[src/rtl/neuron_pkg.sv]
// Shared definitions for the neuron datapath: Q8.8 format defaults,
// saturation limits, rounding constant and the MAC controller state encoding.
package neuron_pkg;

    localparam int FRAC_BITS_DEF = 8;

    localparam logic [15:0] SAT_MAX = 16'h7FFF;
    localparam logic [15:0] SAT_MIN = 16'h8000;

    // Half an output LSB expressed in accumulator units; zero when there is no fraction.
    function automatic longint round_half(input int frac_bits);
        return (frac_bits > 0) ? (64'sd1 <<< (frac_bits - 1)) : 64'sd0;
    endfunction

    localparam longint ROUND_HALF_DEF = round_half(FRAC_BITS_DEF);

    typedef enum logic [1:0] {
        IDLE  = 2'd0,
        ACCUM = 2'd1,
        ROUND = 2'd2,
        DONE  = 2'd3
    } state_t;

endpackage

[src/rtl/neuron_round_sat.sv]
// Combinational round-half-up and saturate from a wide signed accumulator
// down to a 16-bit signed fixed-point value.
module neuron_round_sat
    import neuron_pkg::*;
#(
    parameter int ACC_W     = 40,
    parameter int FRAC_BITS = FRAC_BITS_DEF
) (
    input  logic signed [ACC_W-1:0] acc,
    output logic signed [15:0]      result
);

    localparam logic signed [ACC_W:0] HALF  = (ACC_W + 1)'(round_half(FRAC_BITS));
    localparam logic signed [ACC_W:0] MAX_W = {{(ACC_W - 15){1'b0}}, SAT_MAX};
    localparam logic signed [ACC_W:0] MIN_W = {{(ACC_W - 15){1'b1}}, SAT_MIN};

    logic signed [ACC_W:0] biased;
    logic signed [ACC_W:0] shifted;

    // One guard bit so adding the half-LSB can never wrap the top of the range.
    always_comb begin
        biased  = {acc[ACC_W-1], acc} + HALF;
        shifted = biased >>> FRAC_BITS;
        if (shifted > MAX_W) begin
            result = SAT_MAX;
        end else if (shifted < MIN_W) begin
            result = SAT_MIN;
        end else begin
            result = shifted[15:0];
        end
    end

endmodule

[src/rtl/neuron_mac_accum.sv]
// One neuron's pre-activation: bias plus N_INPUTS signed Q8.8 products,
// accumulated one pair per cycle, then rounded and saturated to Q8.8.
module neuron_mac_accum
    import neuron_pkg::*;
#(
    parameter int N_INPUTS  = 8,
    parameter int FRAC_BITS = FRAC_BITS_DEF,
    parameter int ACC_W     = 40
) (
    input  logic               clk,
    input  logic               resetN,
    input  logic               start,
    input  logic signed [15:0] bias,
    input  logic signed [15:0] inVal,
    input  logic signed [15:0] inWeight,
    input  logic               inValid,
    output logic               inReady,
    output logic signed [15:0] outVal,
    output logic               outValid,
    input  logic               outReady,
    output logic               busy
);

    localparam int CNT_W = (N_INPUTS > 1) ? $clog2(N_INPUTS) : 1;

    state_t                   state_reg;
    logic signed [ACC_W-1:0]  acc_reg;
    logic        [CNT_W-1:0]  cnt_reg;
    logic signed [15:0]       out_val_reg;
    logic                     out_valid_reg;
    logic                     in_ready_reg;

    logic signed [31:0]       product;
    logic signed [ACC_W-1:0]  prod_ext;
    logic signed [ACC_W-1:0]  bias_ext;
    logic signed [15:0]       rounded;
    logic                     last_pair;

    assign product   = inVal * inWeight;
    assign prod_ext  = {{(ACC_W - 32){product[31]}}, product};
    assign bias_ext  = {{(ACC_W - 16){bias[15]}}, bias};
    assign last_pair = (cnt_reg == CNT_W'(N_INPUTS - 1));

    neuron_round_sat #(
        .ACC_W     (ACC_W),
        .FRAC_BITS (FRAC_BITS)
    ) u_round_sat (
        .acc    (acc_reg),
        .result (rounded)
    );

    // inReady and outValid are registered alongside the state so neither
    // has a combinational path from the handshake inputs.
    always_ff @(posedge clk) begin
        if (!resetN) begin
            state_reg     <= IDLE;
            acc_reg       <= '0;
            cnt_reg       <= '0;
            out_val_reg   <= '0;
            out_valid_reg <= 1'b0;
            in_ready_reg  <= 1'b0;
        end else begin
            case (state_reg)
                IDLE: begin
                    if (start) begin
                        acc_reg      <= bias_ext <<< FRAC_BITS;
                        cnt_reg      <= '0;
                        in_ready_reg <= 1'b1;
                        state_reg    <= ACCUM;
                    end
                end
                ACCUM: begin
                    if (inValid) begin
                        acc_reg <= acc_reg + prod_ext;
                        cnt_reg <= cnt_reg + CNT_W'(1);
                        if (last_pair) begin
                            in_ready_reg <= 1'b0;
                            state_reg    <= ROUND;
                        end
                    end
                end
                ROUND: begin
                    out_val_reg   <= rounded;
                    out_valid_reg <= 1'b1;
                    state_reg     <= DONE;
                end
                DONE: begin
                    if (outReady) begin
                        out_valid_reg <= 1'b0;
                        state_reg     <= IDLE;
                    end
                end
                default: begin
                    state_reg <= IDLE;
                end
            endcase
        end
    end

    assign inReady  = in_ready_reg;
    assign outVal   = out_val_reg;
    assign outValid = out_valid_reg;
    assign busy     = (state_reg != IDLE);

endmodule
[config.mk]
export PLATFORM = sky130hd
export DESIGN_NAME = neuron_mac_accum
export DESIGN_NICKNAME = d
export VERILOG_FILES = /design/src/rtl/neuron_pkg.sv /design/src/rtl/neuron_round_sat.sv /design/src/rtl/neuron_mac_accum.sv
export SDC_FILE = /design/constraint.sdc
export NUM_CORES = 1
export LEC_CHECK = 0
export CORE_MARGIN = 3
export CORE_UTILIZATION = 51
export CTS_BUF_LIST = sky130_fd_sc_hd__clkbuf_16
export DETAILED_ROUTE_END_ITERATION = 10
export PLACE_DENSITY_LB_ADDON = 0.05
export SLEW_MARGIN = 25
export SYNTH_ARGS = -nofsm -noshare
export SYNTH_HDL_FRONTEND = slang
export SYNTH_HIERARCHICAL = 1
export SYNTH_SLANG_ARGS = --single-unit
[constraint.sdc]
create_clock -name clk -period 8.65 [get_ports clk]
set_clock_uncertainty 0.05 [all_clocks]
set_input_delay 1.2975 -clock clk [delete_from_list [all_inputs] [get_ports clk]]
set_output_delay 1.2975 -clock clk [all_outputs]
set_load 0.02 [all_outputs]
======== Word level (Yosys, flattened, before mapping) ========
Cells that the tools add are included.
storage, ports and cells
  register bits ........................... 63
  input bits .............................. 53
  output and inout port bits .............. 19
  word-level logic and storage cells ...... 47
cells by class
  $add $sub $neg .......................... 3
  multipliers ............................. 1
  order comparisons ....................... 2
  equal/unequal tests ..................... 8
  muxes and demuxes ....................... 19
  reductions and logical operators ........ 8
operators with widths
  cell                                                                                number
  40-bit 2-to-1 mux                                                                   2
  40-bit case mux with 2 select lines                                                 1
  40-bit by 9-bit adder with 41-bit output (second input constant)                    1
  40-bit by 32-bit adder with 40-bit output                                           1
  33-bit by 16-bit greater-than comparator with 1-bit output (second input constant)  1
  33-bit by 16-bit less-than comparator with 1-bit output (second input constant)     1
  16-bit by 16-bit multiplier with 32-bit output                                      1
  16-bit 2-to-1 mux                                                                   2
  2-bit 2-to-1 mux                                                                    4
  2-bit != test (second input constant)                                               4
  2-bit case mux with 4 select lines                                                  1
  4-bit AND reduction                                                                 2
  3-bit 2-to-1 mux                                                                    2
  3-bit case mux with 2 select lines                                                  1
  2-bit nonzero test                                                                  3
  2-bit == test (second input constant)                                               2
  1-bit 2-to-1 mux                                                                    4
  1-bit case mux with 2 select lines                                                  2
  3-bit by 1-bit adder with 3-bit output (second input constant)                      1
  3-bit == test (second input constant)                                               1
  3-bit AND reduction                                                                 1
  2-bit by 1-bit == test with 1-bit output (second input constant)                    1
  2-bit logical NOT                                                                   1
  2-bit AND reduction                                                                 1

======== Longest topological paths before layout ========
  word-level depth ........................ 4
  gate-level depth with buffers ........... 24

======== Cells and area by module ========
The synthesis kept the hierarchy.
by module, submodules not included
  module            instances  cells an instance  area each (um^2)
  neuron_mac_accum  1          1,605              14,785.4
  neuron_round_sat  1          160                1,017.2

======== Least setup slack after synthesis ========
Ideal clock, no wire load.
  path type ............................... input to register
  from .................................... input inVal[15]
  to ...................................... register acc_reg[39]
  setup time .............................. 134 ps
  arrival ................................. 7,395 ps
  required time ........................... 8,466 ps
  setup slack ............................. 1,071 ps
  stages on the path ...................... 22
  path buffers ............................ 1
  path through ............................ clkbuf_1 > nand2_1 > fa_1 > inv_1 > fa_1 > inv_1 > fa_1 > fa_1 > inv_1 > fa_1 > inv_1 > fa_1 > inv_1 > ha_1 > and4_1 > nand3_1 > a2111oi_0 > o31a_1 > o41ai_4 > o311ai_1 > xnor2_1 > o22ai_1
between the ends
  longest elaborated chain between the ends .. 4
ends and longest elaborated chain
  item                                            RTL line                RTL
  from (decl)                                     neuron_mac_accum.sv:14  input logic signed [15:0] inVal,
  16-bit by 16-bit multiplier with 32-bit output  neuron_mac_accum.sv:39  assign product = inVal * inWeight;
  40-bit by 32-bit adder with 40-bit output       neuron_mac_accum.sv:74  acc_reg <= acc_reg + prod_ext;
  40-bit 2-to-1 mux                               neuron_mac_accum.sv:73  if (inValid) begin
  40-bit case mux with 2 select lines             neuron_mac_accum.sv:63  case (state_reg)
  to (signal assigned)                            neuron_mac_accum.sv:66  acc_reg <= bias_ext <<< FRAC_BITS;
  to (signal assigned)                            neuron_mac_accum.sv:74
  to (decl)                                       neuron_mac_accum.sv:27  logic signed [ACC_W-1:0] acc_reg;
Every way passes these cells. The select of a mux whose other input is x is not followed.
A chain may end at the register's enable or synchronous reset.

======== Final worst setup path ========
Ends and elaborated chain as after synthesis.

==> run_results.csv <==
group,metric,value,unit
finish,nFillCells,2839,
yosys,synth_edf_count,0,
yosys,yosys_register_bits,63,
finish,multi_input_area,12700,sq um
worst_hold_path,hp-start,"inReady",
clock_network,cts_max_level,3,
yosys,synth_largest_area_cell,"fa_1",
yosys,synth_area_leaders,"fa_1, inv_1, ha_1, dfxtp_1, and2_1",
worst_setup_path,end_kind,"flip-flop",
yosys,synth_cells,1765,
grt,antenna_found_initial,0,
worst_setup_path,worstSetupStartpointType,"primary input",
grt,grt_usage,24.3,%
grt,grt_pass1_vias,13300,
drt,drc_errors,0,
timing,slew_headroom,38.1,%
yosys,synth_xor_area_share,3.27,%
yosys,synth_cell_types,69,
worst_setup_path,worstReg2RegStart,"acc_reg[15]",
finish,drive_gt1_share,4.21,%
yosys,async_reset_ff_share,0,%
timing,finalSetupTns,0,ps
grt,grt_max_degree,62,
grt,grt_pass1_wl,65800,um
timing,hold_viol,0,
timing,min_period_over_period,92.6,%
status,status,"completed",
drt,wire_per_inst,16.8,um
yosys,synth-compound-area-share,8.93,%
yosys,yosys.area_share.simple,15.6,%
finish,layout.nets,2332,
finish,area_growth,10.0,%
die,die_h,182,um
yosys,syn_nets,2271,
drt,via_per_inst,5.36,
worst_setup_path,reg2reg_to,"acc_reg[35]",
die,coreArea,30100,sq um
yosys,synthMuxAreaShare,1.14,%
yosys,syn_area_per_cell,8.95,sq um
yosys,synth-seq-area-share,7.98,%
job,cap_violations,0,
timing,period_minus_slack,8010,ps
worst_setup_path,crit_arrival,8150,ps
worst_setup_path,rr_worst_depth,17,
finish,antenna_cells,0,
yosys,synthFlopType,"dfxtp_1",
yosys,synth_top_family_by_area,"adder cells",
clock_network,cts_buffers,9,
clock_network,clkSinkCount,63,
yosys,yosysTopAreaCellShare,41.8,%
drt,postRouteAntennaNets,0,
finish,regArea,1260,sq um
place,post-dp-hpwl,32100,um
clock_network,cts.clk_slew.worst_paths,50,ps
clock_network,cts_tree,"yes",
drt,drt_iter0_drc,597,
worst_hold_path,hp-class,"flip-flop to flip-flop",
place,io_buffers,71,
worst_setup_path,crit_fanout,8,
worst_hold_path,whs_path_depth,2,
clock_network,cts_hold_buf,0,
die,ios,72,
drt,routed_wl,37300,um
timing,tightest_slew,929,ps
grt,grt_overflow,0,
worst_hold_path,min_to,"inReady",
place,gp_congestion,0.894,
yosys,synth_area,15800,sq um
worst_setup_path,r2r_slack,3050,ps
drt,vias,11900,
timing,rsz0062_at_grt,"false",
clock_network,post_cts_resized,0,
yosys,synthAdderAreaFrac,51.5,%
die,die-area,33100,sq um
timing,setup_violations,0,
timing,slew_viol_final,0,
worst_setup_path,required,8790,ps
die,start_util,52.5,%
clock_network,cts_setup_buffers,0,
die,die_x,182,um
die,rows,63,
worst_setup_path,critPathKind,"primary input to flip-flop",
clock_network,cts_buffer_depth,2,
worst_setup_path,crit_start,"inVal[15]",
timing,max_freq,0.125,GHz
clock_network,cts_root_buffer,"clkbuf_16",
clock_network,clk_latency,330,ps
yosys,synth_warnings,6,
drt,first_pass_iters,5,
finish,largest_reg_flops,40,
[synthesized netlist by cell type, types with 3 or more instances]
library cell	number
xnor2_1	30
o22ai_1	11
nand3_1	28
a31oi_1	7
a221oi_1	19
nor3b_1	18
and2_1	119
clkbuf_1	53
a22oi_1	9
fa_1	330
a2111oi_0	3
nor3_1	10
buf_2	3
nand4_1	17
o21bai_1	5
xor2_1	29
nor2_1	81
or3_1	6
or4_1	3
a21oi_1	48
a211oi_1	8
nand2b_1	10
mux2i_1	18
nand2_1	160
inv_1	413
and4_1	10
a21o_1	21
o21a_1	10
and3_1	8
ha_1	123
dfxtp_1	63
o21ai_0	23
o211ai_1	4
o21ai_1	9
buf_1	5
nor4_1	7
[worst max path at each step]
stage | endpoint
detailed placement | acc_reg[39]
global route | acc_reg[39]
CTS | acc_reg[39]
finish | acc_reg[39]
floorplan | acc_reg[39]
global placement | acc_reg[39]
[metrics by stage]
step / worst slack [ps] / utilization [%] / area (sq um) / std cells / hold WS, ps
floorplan: 1070 / - / 15800 / 1765 / 386
global placement: 398 / 56.8 / 17100 / 2205 / 421
detailed placement: 265 / 56.8 / 17100 / 2205 / 417
CTS: 606 / 57.7 / 17400 / 2220 / 428
global route: 59.2 / 57.7 / 17400 / 2220 / 460
finish: 637 / 57.7 / 17400 / 2220 / 424
[per-layer routing]
metal	up-vias	wire (um)	global-route usage, %
met5	-	0	0
met2	192	19900	45.0
met4	0	546	4.14
li1	5584	-	-
met3	39	1090	2.54
met1	6077	15800	31.2
[logic make-up (layout without fill, tap and decap cells)]
group | Yosys count | after routing
simple gates | 487 | 487
buf+inv | 479 | 544
fa+ha+maj | 453 | 453
compound gates | 206 | 206
flops | 63 | 63
xor+xnor | 59 | 59
mux | 18 | 18
[critical path, cell delays in order]
cell and delay [ps]:
clkdlybuf4s50_1 690, nand2_1 200, fa_1 600, inv_1 80
fa_1 530, inv_1 150, buf_4 220, fa_1 540
inv_1 50, fa_1 460, fa_1 540, inv_1 50
fa_1 530, inv_1 40, ha_1 370, and4_1 320
nand3_1 110, a2111oi_0 400, o31a_1 290, o41ai_4 120
o311ai_1 330, xnor2_1 160, o22ai_1 90
[layout make-up]
class / instances / area share (%)
sequential: 63 / 7.25
timing repair buffer: 115 / 6.06
multi-input combinational: 1223 / 73.3
inverter: 414 / 8.94
clock buffer: 9 / 1.30
clock inverter: 6 / 0.360
tap: 390 / 2.81
[layout by cell type (no fill, tap or decap), drive strengths merged, types with 8 or more instances in the layout]
master and instances:
inv 413, fa 330, nand2 160, ha 123
and2 119, nor2 81, clkdlybuf4s50 71, dfxtp 63
a21oi 48, buf 44, o21ai 34, xnor2 30
xor2 29, nand3 29, a21o 21, a221oi 20
mux2i 18, nor3b 18, nand4 17, o22ai 11
and4 11, nand2b 10, o21a 10, nor3 10
a22oi 9, clkbuf 9, and3 8, a211oi 8
nor4 8
Power is not shown: default switching activity piles up to over one toggle a cycle in this logic, so the estimate is an artifact.
